--- src/rtl/bcd_pkg.sv ---
// Shared types and constants for the sequential BCD complementer.
// Imported by the interface, the per-digit complement cell and the top.
package bcd_pkg;

    typedef logic [3:0] bcd_digit_t;

    localparam bcd_digit_t BCD_NINE = 4'd9;
    localparam logic [4:0] BCD_TEN  = 5'd10;

    typedef enum logic [1:0] {
        ST_IDLE,
        ST_RUN,
        ST_DONE
    } state_t;

endpackage

--- src/rtl/bcd_complement_seq_if.sv ---
// Operand/result handshake bundle for bcd_complement_seq.
// out_err exists only when BCD_CHECK_EN is defined.
interface bcd_complement_seq_if #(
    parameter int DIGITS = 4
);
    import bcd_pkg::*;

    logic                  in_valid;
    logic                  in_ready;
    logic [4*DIGITS-1:0]   in_bcd;
    logic                  in_mode;
    logic                  out_valid;
    logic                  out_ready;
    logic [4*DIGITS-1:0]   out_bcd;
    logic                  out_carry;
`ifdef BCD_CHECK_EN
    logic                  out_err;
`endif

    // master is the operand producer / result consumer, slave is the complementer
    modport master (
        output in_valid, in_bcd, in_mode, out_ready,
`ifdef BCD_CHECK_EN
        input  out_err,
`endif
        input  in_ready, out_valid, out_bcd, out_carry
    );

    modport slave (
        input  in_valid, in_bcd, in_mode, out_ready,
`ifdef BCD_CHECK_EN
        output out_err,
`endif
        output in_ready, out_valid, out_bcd, out_carry
    );

endinterface

--- src/rtl/bcd_digit_comp.sv ---
// Combinational single-digit nine's/ten's complement cell with carry in/out.
// The invalid-digit flag is only built when BCD_CHECK_EN is defined.
module bcd_digit_comp
    import bcd_pkg::*;
(
    input  bcd_digit_t digit,
    input  logic       carry_in,
    input  logic       mode,
    output bcd_digit_t result,
    output logic       carry_out
`ifdef BCD_CHECK_EN
    ,
    output logic       invalid
`endif
);

    logic [4:0] sum;

    // Non-BCD digits simply wrap modulo 16 through the same arithmetic.
    always_comb begin
        sum = {1'b0, BCD_NINE - digit} + {4'b0, carry_in & mode};
        if (sum == BCD_TEN) begin
            result    = '0;
            carry_out = 1'b1;
        end else begin
            result    = sum[3:0];
            carry_out = 1'b0;
        end
    end

`ifdef BCD_CHECK_EN
    assign invalid = (digit > BCD_NINE);
`endif

endmodule

--- src/rtl/bcd_complement_seq.sv ---
// Multi-digit BCD nine's/ten's complementer, one digit per cycle LSD first.
// Optional input-digit checking with out_err is enabled by defining BCD_CHECK_EN.
module bcd_complement_seq
    import bcd_pkg::*;
#(
    parameter int DIGITS = 4
) (
    input  logic                 clk,
    input  logic                 rst,
    bcd_complement_seq_if.slave  bus
);

    localparam int             IW   = (DIGITS > 1) ? $clog2(DIGITS) : 1;
    localparam logic [IW-1:0]  LAST = IW'(DIGITS - 1);

    state_t                state;
    logic [IW-1:0]         idx;
    logic [4*DIGITS-1:0]   operand;
    logic                  mode_q;
    logic                  carry;
    logic [4*DIGITS-1:0]   result_q;
    logic                  carry_q;
    logic                  in_ready_q;
    logic                  out_valid_q;
    bcd_digit_t            cur_digit;
    bcd_digit_t            res_digit;
    logic                  dc_carry;
`ifdef BCD_CHECK_EN
    logic                  invalid;
    logic                  err_q;
`endif

    assign cur_digit = operand[4*idx +: 4];

    bcd_digit_comp u_digit (
        .digit     (cur_digit),
        .carry_in  (carry),
        .mode      (mode_q),
        .result    (res_digit),
`ifdef BCD_CHECK_EN
        .invalid   (invalid),
`endif
        .carry_out (dc_carry)
    );

    // out_valid rises one cycle after the last digit lands, so results are settled
    // for a full cycle before they are presented.
    always_ff @(posedge clk) begin
        if (rst) begin
            state       <= ST_IDLE;
            idx         <= '0;
            operand     <= '0;
            mode_q      <= 1'b0;
            carry       <= 1'b0;
            result_q    <= '0;
            carry_q     <= 1'b0;
            in_ready_q  <= 1'b1;
            out_valid_q <= 1'b0;
`ifdef BCD_CHECK_EN
            err_q       <= 1'b0;
`endif
        end else begin
            case (state)
                ST_IDLE: begin
                    if (bus.in_valid && in_ready_q) begin
                        operand    <= bus.in_bcd;
                        mode_q     <= bus.in_mode;
                        carry      <= bus.in_mode;
                        idx        <= '0;
                        result_q   <= '0;
                        carry_q    <= 1'b0;
                        in_ready_q <= 1'b0;
`ifdef BCD_CHECK_EN
                        err_q      <= 1'b0;
`endif
                        state      <= ST_RUN;
                    end
                end
                ST_RUN: begin
                    result_q[4*idx +: 4] <= res_digit;
                    carry                <= dc_carry;
`ifdef BCD_CHECK_EN
                    err_q                <= err_q | invalid;
`endif
                    if (idx == LAST) begin
                        carry_q <= dc_carry;
                        state   <= ST_DONE;
                    end else begin
                        idx <= idx + 1'b1;
                    end
                end
                ST_DONE: begin
                    if (!out_valid_q) begin
                        out_valid_q <= 1'b1;
                    end else if (bus.out_ready) begin
                        out_valid_q <= 1'b0;
                        in_ready_q  <= 1'b1;
                        state       <= ST_IDLE;
                    end
                end
                default: state <= ST_IDLE;
            endcase
        end
    end

    assign bus.in_ready  = in_ready_q;
    assign bus.out_valid = out_valid_q;
    assign bus.out_bcd   = result_q;
    assign bus.out_carry = carry_q;
`ifdef BCD_CHECK_EN
    assign bus.out_err   = err_q;
`endif

endmodule

--- src/flat_wrapper.sv ---
// flat-port wrapper written by rule: the top's interface ports become plain ports
module bcd_complement_seq_flat import bcd_pkg::*;
#(
    parameter int DIGITS = 4
)
  (clk, rst, bus_in_valid, bus_in_bcd, bus_in_mode, bus_out_ready, bus_in_ready, bus_out_valid, bus_out_bcd, bus_out_carry);
  bcd_complement_seq_if #(.DIGITS(DIGITS)) bus_i ();
  input  logic clk;
  input  logic rst;
  input wire logic [$bits(bus_i.in_valid)-1:0] bus_in_valid;
  input wire logic [$bits(bus_i.in_bcd)-1:0] bus_in_bcd;
  input wire logic [$bits(bus_i.in_mode)-1:0] bus_in_mode;
  input wire logic [$bits(bus_i.out_ready)-1:0] bus_out_ready;
  output wire logic [$bits(bus_i.in_ready)-1:0] bus_in_ready;
  output wire logic [$bits(bus_i.out_valid)-1:0] bus_out_valid;
  output wire logic [$bits(bus_i.out_bcd)-1:0] bus_out_bcd;
  output wire logic [$bits(bus_i.out_carry)-1:0] bus_out_carry;
  assign bus_i.in_valid = bus_in_valid;
  assign bus_i.in_bcd = bus_in_bcd;
  assign bus_i.in_mode = bus_in_mode;
  assign bus_i.out_ready = bus_out_ready;
  assign bus_in_ready = bus_i.in_ready;
  assign bus_out_valid = bus_i.out_valid;
  assign bus_out_bcd = bus_i.out_bcd;
  assign bus_out_carry = bus_i.out_carry;
  bcd_complement_seq #(.DIGITS(DIGITS)) u_core (.clk(clk), .rst(rst), .bus(bus_i));
endmodule
--- config.mk ---
export PLATFORM = sky130hd
export DESIGN_NAME = bcd_complement_seq_flat
export DESIGN_NICKNAME = d
export VERILOG_FILES = /design/src/rtl/bcd_pkg.sv /design/src/rtl/bcd_complement_seq_if.sv /design/src/rtl/bcd_digit_comp.sv /design/src/rtl/bcd_complement_seq.sv /design/src/flat_wrapper.sv
export SDC_FILE = /design/constraint.sdc
export NUM_CORES = 1
export LEC_CHECK = 0
export CAP_MARGIN = 0
export CORE_UTILIZATION = 30
export CTS_BUF_LIST = sky130_fd_sc_hd__clkbuf_8 sky130_fd_sc_hd__clkbuf_16
export DETAILED_ROUTE_END_ITERATION = 8
export PLACE_DENSITY = 0.53
export SETUP_SLACK_MARGIN = 0.2
export SYNTH_ARGS = -nofsm -noshare
export SYNTH_HDL_FRONTEND = slang
export SYNTH_SLANG_ARGS = --single-unit
--- constraint.sdc ---
create_clock -name clk -period 3.8 [get_ports clk]
set_input_delay 0.76 -clock clk [delete_from_list [all_inputs] [get_ports clk]]
set_output_delay 0.76 -clock clk [all_outputs]
set_load 0.1 [all_outputs]
Word level (Yosys, flattened, before mapping). Cells that the tools add are included.

Register bits after elaboration: 41. Word-level logic and storage cells: 59. Bits of input ports: 21.

Eq/ne operators: 9. Bitwise logic cells: 1. Reduce and logical (&&, ||, !) cells: 10. Shift-type cells: 3. Mux-type cells: 23. Add/subtract/negate cells: 4.

Operator list (number): negation 4 -> 34 bit (1); variable shift 4 x 34 -> 16 bit, first input constant (1); variable part select 4 x 34 -> 16 bit (1); case mux 16 bit (2 select lines) (1); bitwise mux 16 bit (1); two-way mux 16 bit (1); variable part select 16 x 5 -> 4 bit (1); two-way mux 2 bit (6); two-way mux 1 bit (8); AND reduction 4 bit (2); inequality test 2 x 1 -> 1 bit, second input constant (3); case mux 1 bit (2 select lines) (3); case mux 2 bit (3 select lines) (1); AND reduction 3 bit (2); adder 4 x 1 -> 5 bit (1); equality test 5 x 4 -> 1 bit, second input constant (1); equality test 2 bit, second input constant (2); two-way mux 4 bit (1); inequality test 2 bit, second input constant (2); case mux 2 bit (2 select lines) (1); AND reduction 2 bit (2); nonzero test 2 bit (2); subtractor 4 bit, first input constant (1); adder 2 x 1 -> 2 bit, second input constant (1); other kinds (4) (4).

Depth between registers and ports, before layout.
Depth in word-level cells: 8. Gate-level depth with buffers: 9. Mapped depth without buffers: 8.

Modules after synthesis. Synthesis repeated with hierarchy kept, for this count alone.

Cell total of the unflattened synthesis: 198. Area, all modules: 1865.5 um2.

Modules (own cells, without submodules): bcd_complement_seq (area an instance 1711.6 um2, cells each 178, sequential area each 820.8 um2, instances 1); bcd_digit_comp (area an instance 153.9 um2, cells each 20, sequential area each 0.0 um2, instances 1).

Worst setup path after synthesis. No wires, ideal clock.

Path type: reg2reg. From: register u_core.idx[1]. To: register u_core.result_q[15], in the netlist u_core.bus.out_bcd[15]. Data required time: 3.738 ns. Cell stages (with the launch flop): 9. Buffers on the path: 1. Setup slack: 1.188 ns. Setup time: 0.062 ns. Arrival time: 2.549 ns. Path through: dfxtp_1 clkbuf_1 mux4_1 inv_1 ha_1 and4_1 o21ai_0 nor3b_1 a22o_1.

Cells in the longest elaborated chain, start to end: 8. Elaborated cells between the ends (all ways): 10. Those cells by class: add/sub: 3; eq/ne: 1; shift: 3; mux: 3.

Ends and longest elaborated chain: start: declaration (line bcd_complement_seq.sv:17) `logic [IW-1:0] idx;`; start signal: assignment (line bcd_complement_seq.sv:89) `idx <= idx + 1'b1;`; variable part select 16 x 5 -> 4 bit (line bcd_complement_seq.sv:33) `assign cur_digit = operand[4*idx +: 4];`; subtractor 4 bit (line bcd_digit_comp.sv:21) `sum = {1'b0, BCD_NINE - digit} + {4'b0, carry_in & mode};`; adder 4 x 1 -> 5 bit (line bcd_digit_comp.sv:21); equality test 5 x 4 -> 1 bit (line bcd_digit_comp.sv:22) `if (sum == BCD_TEN) begin`; two-way mux 4 bit (line bcd_digit_comp.sv:22); variable part select 4 x 34 -> 16 bit (line bcd_complement_seq.sv:80) `result_q[4*idx +: 4] <= res_digit;`; bitwise mux 16 bit (*) (line bcd_complement_seq.sv:80); case mux 16 bit (2 select lines) (*) (line bcd_complement_seq.sv:63) `case (state)`; end signal: indexed assignment (line bcd_complement_seq.sv:80); end: declaration (line bcd_complement_seq.sv:21) `logic [4*DIGITS-1:0] result_q;`.

Mark *: on every way between the ends. The rest lies on a longest branch, timed or not. A chain may end at the register's enable or synchronous reset.

Final worst setup path.
From: register u_core.idx[0]. To: register u_core.result_q[15], in the netlist u_core.bus.out_bcd[15].

The elaborated chain is that of the path after synthesis.

==> reports/metrics.csv <==
stage,metric,value,unit
floorplanning,I/O Pins,40,
grt,first-pass GRT wire length,7.34,mm
sta,actual slew at the worst max-slew pin,1.07,ns
critical_path,"Req. time, crit path",4.04,ns
pwr,leakage,0.904,nW
clock_tree,TritonCTS clock tree,built,
pwr,maximum vdd drop,0.170,mV
floorplanning,die height,81.6,µm
sta,worst hold slack,0.439,ns
sta,final hold violations,0,
synth,syn_nets,242,
floorplanning,die width,81.6,µm
clock_tree,post-cts sizing count,0,
clock_tree,CTS sink count,41,
route,First DRT Iteration DRCs,46,
floorplanning,site row count,28,
finish,number of diodes,0,
clock_tree,"Reg clk slew, reported paths",0.08,ns
sta,clock skew,0.00568,ns
synth,most common cell in the synthesized netlist,nand2_1,
sta,period utilization,76.0,%
synth,Synth area leader,dfxtp_1,
synth,Post-Synthesis Cells,213,
route,DR vias/cell,4.98,
synth,synthesized area per cell,8.93,µm²
grt,initial antenna violation count,0,
route,WL/cell,13.3,µm
critical_path,Register-to-Register Path Depth,7,
clock_tree,total CTS buffers,5,
sta,final setup violation count,0,
worst_hold_path,worst hold path startpoint,u_core.bus.out_bcd[9]$_SDFFE_PP0P_,
synth,top-area cell type share of the netlist area,43.1,%
critical_path,Critical Path Source,u_core.idx[0]$_SDFFE_PP0P_,
clock_tree,CTS max path bufs,2,
finish,"Area growth, synth to finish",28.9,%
synth,most instantiated cells after synthesis,"47 x nand2_1, 41 x dfxtp_1, 25 x a21oi_1, 11 x nor2_1, 10 x clkbuf_1",
grt,gr usage total,14.7,%
sta,Setup WS post-layout,0.913,ns
critical_path,CP Capture Type,flop,
floorplanning,Core Area,6030,µm²
route,Vias,1618,
pwr,Internal,0.645,mW
critical_path,r2r setup slk,0.91,ns
sta,FMAX,0.346,GHz
clock_tree,Root Driver,clkbuf_8,
sta,Fin Setup TNS,0,ns
grt,number of global-route vias before repair,1596,
critical_path,crit start category,flop,
synth,Post-synth EDFFs,0,
pwr,Pwr Density,373,nW/µm²
pwr,Logic pwr share,18.4,%
pwr,clock group share of total power,30.9,%
sta,Slew headroom,27.6,%
placement,dpl hpwl,3.23,mm
clock_tree,"Setup Fix Bufs, Post-CTS",0,
route,Post-DRT Antenna Nets,0,
worst_hold_path,Hold Path Class,flop to flop,
clock_tree,H-tree levels,2,
clock_tree,Worst-Skew Late Latency,0.30,ns
critical_path,Arrival @ worst endpoint,3.13,ns
synth,sequential cell area fraction in the yosys report,43.1,%
synth,Post-Syn Area,1900,µm²
finish,fraction of layout cells with a size suffix above 1,6.00,%
synth,"FFs w/ async S/R, synth",0,%
critical_path,crit path max fanout,11,
synth,Synth Register Bits,41,
placement,Cells after DPL,317,
route,DRT Wirelength,4.32,mm
pwr,Switching Share,29.5,%
worst_hold_path,hold depth,2,
finish,Fillers,637,
placement,"worst slack, placed",0.943,ns
synth,"top cells by area, synth","dfxtp_1 43%, nand2_1 9.3%, a21oi_1 6.6%",
critical_path,Setup Crit Path Kind,flop to flop,
finish,final cell count without fillers,325,
outcome,run status,"complete, no violations",
placement,count of input and output buffers,39,
critical_path,Reg-to-Reg End,u_core.bus.out_bcd[15]$_SDFFE_PP0P_,
grt,total grt overflow,0,
route,post-route DRC violation count,0,
critical_path,reg2reg start,u_core.idx[0]$_SDFFE_PP0P_,
placement,gpl congestion,0.750,
synth,top_reg_cell synth,dfxtp_1,
flow_run,# Max-Cap Violations,0,
pwr,Reg power frac,50.7,%
pwr,Sw Pwr,0.270,mW
finish,register area,821,µm²
worst_hold_path,Worst Hold Path EP,u_core.bus.out_bcd[9]$_SDFFE_PP0P_,
sta,RSZ-0062 raised after global routing,false,
sta,Slew Limit Fails,0,
synth,yosys warns,0,
finish,Multi-input gate area,1010,µm²
clock_tree,hold_buf cts,0,
floorplanning,DIE AREA,6670,µm²
sta,Tmin final,2.89,ns
floorplanning,starting density of the core,31.6,%
synth,library cells used by synthesis,38,
grt,largest net degree at the start of global routing,25,
finish,nets@finish,278,
route,DRT Pass-1 Iters,4,
[sequential cells by signal (all words and copies together), names as in the netlist]
register              count
u_core.mode_q             1
u_core.bus.out_valid      1
u_core.bus.out_carry      1
u_core.bus.out_bcd       16
u_core.state              2
u_core.carry              1
u_core.bus.in_ready       1
u_core.idx                2
u_core.operand           16
[final cells by class]
class / instances / area share [%]
clock buffer: 5 / 2.81
clock inverter: 3 / 0.765
inverter: 9 / 1.38
multi-input combinational: 151 / 41.2
sequential: 41 / 33.5
tap: 75 / 3.83
timing repair buffer: 41 / 16.5
[cell families (layout without fill, tap and decap cells)]
family,count (synthesis),count (layout),synth area share [%]
AOI/OAI and AO/OA,54,54,18.1
xor gates and xnor gates,2,2,1.78
adders and majority gates,8,8,5.26
buffers and inverters,21,58,4.54
DFF,41,41,43.1
muxes,5,5,6.71
and+or+nand+nor,82,82,20.4
[worst max-delay path: stages (launching register included)]
cell     delay (ns)
dfxtp_1        0.57
mux4_1         0.61
inv_1          0.10
ha_1           0.27
and4_1         0.17
o21ai_0        0.47
nor3b_1        0.47
a22o_1         0.19
[power by group through the flow]
stage	clock [mW]	combinational, mW	sequential, mW
after global routing	0.308	0.186	0.468
after detailed placement	0	0.170	0.475
final	0.283	0.168	0.464
after floorplan	0	0.0965	0.492
after CTS	0.292	0.170	0.464
after global placement	0	0.170	0.475
[routing by layer]
layer  track usage, %  part of all wire, %  vias up
met3             4.22                  4.2        6
met1             18.5                   49      757
li1                 -                    -      824
met4             5.26                  1.5        0
met5                0                    0        -
met2             24.0                   45       31
[layout by cell type, fill, tap and decap left out, types with 3 or more instances in the layout]
cell type / count
inv_1: 10
nand3_1: 4
nor2_1: 11
a21o_1: 4
ha_1: 8
nand2_1: 47
a22oi_1: 8
clkbuf_8: 5
a21oi_1: 25
clkdlybuf4s50_1: 39
mux4_1: 4
dfxtp_1: 41
nor2b_1: 3
o21ai_0: 5
and2_1: 3
a22o_1: 3
[worst max path at each step]
stage | to | slack, ns | depth (start not counted)
2_1_floorplan | u_core.bus.out_bcd[15]$_SDFFE_PP0P_ | 1.19 | 8
3_3_place_gp | u_core.bus.out_bcd[15]$_SDFFE_PP0P_ | 0.93 | 7
3_5_place_dp | u_core.bus.out_bcd[11]$_SDFFE_PP0P_ | 0.94 | 7
4_1_cts | u_core.bus.out_bcd[15]$_SDFFE_PP0P_ | 0.91 | 7
5_1_grt | u_core.bus.out_bcd[11]$_SDFFE_PP0P_ | 0.65 | 7
6_report | u_core.bus.out_bcd[15]$_SDFFE_PP0P_ | 0.91 | 7
[per-stage QoR]
stage	utilization (%)	area, µm²	power, mW
2_1_floorplan	-	1900	0.589
3_5_place_dp	39.2	2360	0.644
6_report	40.7	2450	0.915
3_3_place_gp	39.2	2360	0.645
4_1_cts	40.7	2450	0.927
5_1_grt	40.7	2450	0.961
Power figures use the tool's default switching activity.
